[src/rtl/lw_stall_logic.sv]
// Load-use hazard detector: stalls FD/PC for one cycle when the consumer in FD
// reads a register that the lw in DX has not produced yet; counts stall cycles.
module lw_stall_logic #(
  parameter logic [4:0] LW_OP = 5'b01000,
  parameter logic [4:0] SW_OP = 5'b00111,
  parameter int         CNT_W = 32
) (
  input  logic             clock,
  input  logic             reset,
  output logic             stallLW,
  input  logic [4:0]       opcodeA,
  input  logic [4:0]       opcodeB,
  input  logic [4:0]       alu_opcodeA,
  input  logic [4:0]       alu_opcodeB,
  input  logic [4:0]       a_write,
  input  logic [4:0]       b_read1,
  input  logic [4:0]       b_read2,
  input  logic             is_noop,
  output logic [CNT_W-1:0] stall_count
);

  localparam logic [4:0] OP_RTYPE = 5'b00000;
  localparam logic [4:0] OP_BNE   = 5'b00010;
  localparam logic [4:0] OP_JR    = 5'b00100;
  localparam logic [4:0] OP_ADDI  = 5'b00101;
  localparam logic [4:0] OP_BLT   = 5'b00110;
  localparam logic [4:0] ALU_SLL  = 5'b00100;
  localparam logic [4:0] ALU_SRA  = 5'b00101;

  localparam logic [CNT_W-1:0] CNT_ONE = 1;
  localparam logic [CNT_W-1:0] CNT_MAX = '1;

  // The ALU function of the producer never matters for the hazard.
  logic unusedAluA;
  assign unusedAluA = ^alu_opcodeA;

  logic usesRs;
  logic usesRt;
  logic aIsLw;
  logic destOk;
  logic hit1;
  logic hit2;

  always_comb begin
    usesRs = 1'b0;
    usesRt = 1'b0;
    case (opcodeB)
      OP_RTYPE: begin
        usesRs = 1'b1;
        // Shifts take their amount from the instruction, not from rt.
        usesRt = (alu_opcodeB != ALU_SLL) && (alu_opcodeB != ALU_SRA);
      end
      OP_ADDI: usesRs = 1'b1;
      LW_OP:   usesRs = 1'b1;
      SW_OP: begin
        usesRs = 1'b1;
        usesRt = 1'b1;
      end
      OP_BNE, OP_BLT: begin
        usesRs = 1'b1;
        usesRt = 1'b1;
      end
      OP_JR:   usesRt = 1'b1;
      default: begin
        usesRs = 1'b0;
        usesRt = 1'b0;
      end
    endcase
  end

  assign aIsLw  = (opcodeA == LW_OP) && !is_noop;
  assign destOk = (a_write != 5'd0);
  assign hit1   = usesRs && (b_read1 == a_write);
  // Store data is forwarded MW->XM, so only the address base must wait.
  assign hit2   = usesRt && (b_read2 == a_write) && (opcodeB != SW_OP);

  assign stallLW = aIsLw && destOk && (hit1 || hit2);

  always_ff @(posedge clock) begin
    if (reset) begin
      stall_count <= '0;
    end else if (stallLW && (stall_count != CNT_MAX)) begin
      stall_count <= stall_count + CNT_ONE;
    end
  end

endmodule

[config.mk]
export PLATFORM = sky130hd
export DESIGN_NAME = lw_stall_logic
export DESIGN_NICKNAME = d
export VERILOG_FILES = /design/src/rtl/lw_stall_logic.sv
export SDC_FILE = /design/constraint.sdc
export NUM_CORES = 1
export LEC_CHECK = 0
export ABC_AREA = 1
export CORE_ASPECT_RATIO = 0.6
export CORE_MARGIN = 4
export CORE_UTILIZATION = 49
export CTS_CLUSTER_DIAMETER = 30
export CTS_CLUSTER_SIZE = 40
export DETAILED_ROUTE_END_ITERATION = 8
export PLACE_DENSITY = 0.8
export SLEW_MARGIN = 20
export SYNTH_ARGS = -nofsm -noshare
export SYNTH_HDL_FRONTEND = slang
export SYNTH_SLANG_ARGS = --single-unit
[constraint.sdc]
create_clock -name clock -period 2.14 [get_ports clock]
set_clock_uncertainty 0.05 [all_clocks]
set_input_delay 0.214 -clock clock [delete_from_list [all_inputs] [get_ports clock]]
set_output_delay 0.214 -clock clock [all_outputs]
set_load 0.01 [all_outputs]
==> results of run 1 <==
==> layer usage <==
layer	wire, um	share of wire	global-route usage
met5	0	0	0
met1	4310	0.49	0.431
met3	875	0.099	0.0665
met4	59	0.0067	0.0514
met2	3610	0.41	0.404
==> power by group through the flow <==
stage	Combinational (W)	Sequential (W)	Clock, W
finish	0.000126	0.000595	0.000459
detailed placement	0.000125	0.000609	0
global route	0.000136	0.000595	0.000483
floorplan	0.0000462	0.000609	0
CTS	0.000126	0.000595	0.000460
global placement	0.000121	0.000609	0
==> tightest hold or removal path, cell delays in order, from the launching register on <==
cell                      delay [ns]
sky130_fd_sc_hd__dfxtp_1        0.35
sky130_fd_sc_hd__nand2_2        0.08
sky130_fd_sc_hd__a21oi_2        0.05
==> through the flow <==
| step | hold slack [ns] | instance area, um2 | power (W) | TNS (ns) |
|---|---|---|---|---|
| 6_report | 0.471 | 3490 | 0.00118 | 0 |
| 5_1_grt | 0.512 | 3490 | 0.00121 | 0 |
| 4_1_cts | 0.477 | 3490 | 0.00118 | 0 |
| 3_5_place_dp | 0.465 | 3410 | 0.000734 | -0.236 |
| 3_3_place_gp | 0.441 | 3410 | 0.000730 | -0.105 |
| 2_1_floorplan | 0.316 | 2580 | 0.000655 | 0 |
==> layout by cell type, fill, tap and decap left out, types with 2 or more instances in the layout <==
master	instances
sky130_fd_sc_hd__inv_1	36
sky130_fd_sc_hd__clkdlybuf4s50_1	63
sky130_fd_sc_hd__o21ai_0	4
sky130_fd_sc_hd__dfxtp_1	32
sky130_fd_sc_hd__a21oi_2	11
sky130_fd_sc_hd__xor2_1	4
sky130_fd_sc_hd__clkbuf_8	5
sky130_fd_sc_hd__nand3_1	15
sky130_fd_sc_hd__a21oi_1	20
sky130_fd_sc_hd__buf_4	25
sky130_fd_sc_hd__nand2_2	13
sky130_fd_sc_hd__nor2_2	2
sky130_fd_sc_hd__nor2_4	2
sky130_fd_sc_hd__nor2_1	66
sky130_fd_sc_hd__nand4_1	33
sky130_fd_sc_hd__nand2_1	156
sky130_fd_sc_hd__xnor2_1	11
sky130_fd_sc_hd__nand3b_1	13
==> what timing repair did <==
action | CTS | global route
hold buffers | 0 | 0
gates resized for setup | 1 | 0
setup endpoints to repair | 1 | 0
==> final timing paths <==
path / start / to / cells after the start
setup / recovery: a_write[4] / stallLW / 8
hold reg to reg: stall_count[31]$_SDFFE_PP0P_ / stall_count[31]$_SDFFE_PP0P_ / 2
hold / removal: stall_count[31]$_SDFFE_PP0P_ / stall_count[31]$_SDFFE_PP0P_ / 2
setup reg to reg: stall_count[1]$_SDFFE_PP0P_ / stall_count[15]$_SDFFE_PP0P_ / 10
==> kinds of logic (layout without fill, tap and decap cells) <==
| kind of cell | Yosys count | count (layout) | synth area share |
|---|---|---|---|
| xor+xnor | 15 | 15 | 0.0509 |
| buf+inv | 52 | 133 | 0.0844 |
| fa+ha+maj | 1 | 1 | 0.00485 |
| simple gates | 303 | 303 | 0.525 |
| compound gates | 36 | 36 | 0.0868 |
| flops | 32 | 32 | 0.248 |
==> area by class of cell <==
class,instances,share of cell area
flip-flops and latches,32,0.184
clock buffers,6,0.0208
repair buffers,89,0.237
clock inverters,1,0.00143
inverters,37,0.0398
well taps,66,0.0237
multi-input cells,355,0.494
==> key figures, run 1 <==
Min path
  • Hold crit path type: reg2reg

Power and ir drop
  • Power per standard cell area: 338 mW/mm2
  • Net switching power of the design: 0.000293 W
  • Fraction of power consumed by the clock network: 0.389
  • Cell-internal power: 0.000887 W
  • Sequential group share of total power: 0.504
  • Switching Share: 0.248
  • Combinational Power Share: 0.107
  • Maximum ir drop on the vdd rail: 0.202 mV
  • Static leakage: 1.28 nW

Setup path
  • Critical path class: in2out
  • Highest net fanout along the worst path: 4
  • Highest-delay cell along the critical path: sky130_fd_sc_hd__clkdlybuf4s50_1
  • Worst path max stage delay: 0.55 ns
  • Worst setup EP type: output port
  • CP delay by family, top: buffers and inverters
  • Cell repeated most along the worst path: sky130_fd_sc_hd__nand2_1
  • Startpoint type of the worst setup path: input port
  • Critical path data required time: 1.88 ns
  • Critical path buffer and inverter count: 3
  • Cell-by-cell trace of the critical path: clkdlybuf4s50_1 > inv_1 > nand2_1 > nand2_1 > nor2_1 > nand4_1 > a21boi_0 > dlygate4sd2_1
  • R2R Setup Slk: 0.19 ns
  • Arrival time reported for the critical path endpoint: 1.75 ns

Placed design
  • Port Buffers: 64
  • Detailed Place HPWL: 6920 um
  • Setup slack after placement: -0.153 ns
  • Final weighted congestion in routability-driven placement: 0.956
  • Inst Count DP: 579

Clock tree
  • Total clock buffers created by CTS: 5
  • Insertion delay of the later-clocked pin in the worst-skew pair: 0.29 ns
  • H-tree depth: 2
  • TritonCTS clock tree: done
  • Post-CTS setup buffer count: 0
  • Deepest clock path buffer count: 2
  • Clock Pin Slew Worst Setup and Hold Paths: 0.07 ns
  • CTS sink count: 32
  • Clock root buffer: sky130_fd_sc_hd__clkbuf_8

Timing
  • Total of endpoints with negative setup slack in the final report: 0
  • Slew Limit Fails: 0
  • Worst slew margin relative to its limit: 0.677
  • Unrepaired setup endpoints after global routing: false
  • Post-route clock period utilization: 0.943
  • Tightest Pin Transition: 0.484 ns
  • Final hold vios: 0
  • Final critical-path setup slack: 0.122 ns
  • Crit path time final: 2.02 ns
  • Maximum operating frequency: 495 MHz

Drt
  • Total length of routed wires: 8850 um
  • Vias: 3,187
  • TritonRoute pass-1 iters: 5
  • Mean number of vias per cell: 5.44
  • DRC violations left: 0
  • Routed wire length per instance: 15.1 um
  • Remaining number of nets flagged by the antenna check after routing: 0
  • Initial drt markers: 288

Global routing
  • Total routing usage reported by global routing: 0.284
  • Vias in the first global route: 2,875
  • Initial antenna violation count: 0
  • Final global-route overflow total: 0
  • Maximum number of pins on one net before global-route repair: 31
  • Global-route wire length before repair: 14,500 um

Floorplanning
  • Width of the die: 102 um
  • Height of the chip: 64.2 um
  • FP Rows: 20
  • Initial core utilization: 0.508
  • Full die area: 0.00653 mm2
  • Total I/O pin count: 71
  • Area of the core region: 0.00508 mm2

Cells and area
  • Cell Count, Final, Fillers Out: 586
  • Most flops, register: stall_count
  • Largest registers ranked by flip-flop count: stall_count: 32 flops
  • Final-stage net count: 559
  • Number of flip-flops in the largest register: 32
  • Finished Core Util: 0.687
  • Number of diodes: 0
  • Layout area overhead: 35.2%
  • Fill cells: 484
  • Multi-input gate area: 0.00172 mm2
  • Share of final-layout standard cells stronger than drive strength 1: 0.119
  • Flip-flop and latch area: 641 um2

Yosys
  • Yosys synthesis warning count: 0
  • Most area-consuming cells after synthesis: sky130_fd_sc_hd__dfxtp_1 25%, sky130_fd_sc_hd__nand2_1 23%, sky130_fd_sc_hd__nor2_1 9.6%
  • Commonest register cell after synthesis: sky130_fd_sc_hd__dfxtp_1
  • Share of the yosys chip area belonging to registers: 0.248
  • Yosys reg bits: 32
  • Cell count after synthesis: 439
  • Cell area after technology mapping: 0.00258 mm2
  • Synthesized Nets: 478
  • Most numerous cell types in the synthesized netlist: 156 x sky130_fd_sc_hd__nand2_1, 66 x sky130_fd_sc_hd__nor2_1, 36 x sky130_fd_sc_hd__inv_1
  • Top-area cell type share of the netlist area: 0.248
  • Mean instance size in the synthesized netlist: 5.88 um2
  • Synth unique cells: 26
  • Cell type with the largest total area after synthesis: sky130_fd_sc_hd__dfxtp_1
  • Fraction of registers with async set/reset: 0
  • Top-count cell post-synth: sky130_fd_sc_hd__nand2_1
  • Number of enable-type register cells in the synthesized netlist: 0

Status
  • Result of the run: completed

Run
  • Number of max-cap violations: 0
No activity file was read; power rests on OpenSTA's default activity.
==> run 2: changes to the inputs <==
--- a/config.mk
+++ b/config.mk
@@ -12,6 +12,7 @@
 export CTS_CLUSTER_DIAMETER = 30
 export CTS_CLUSTER_SIZE = 40
 export DETAILED_ROUTE_END_ITERATION = 8
+export HOLD_SLACK_MARGIN = 0.12
 export PLACE_DENSITY = 0.8
 export SLEW_MARGIN = 20
 export SYNTH_ARGS = -nofsm -noshare
==> results of run 2 <==
Final layout, timing and power as in run 1 (identical DEF).
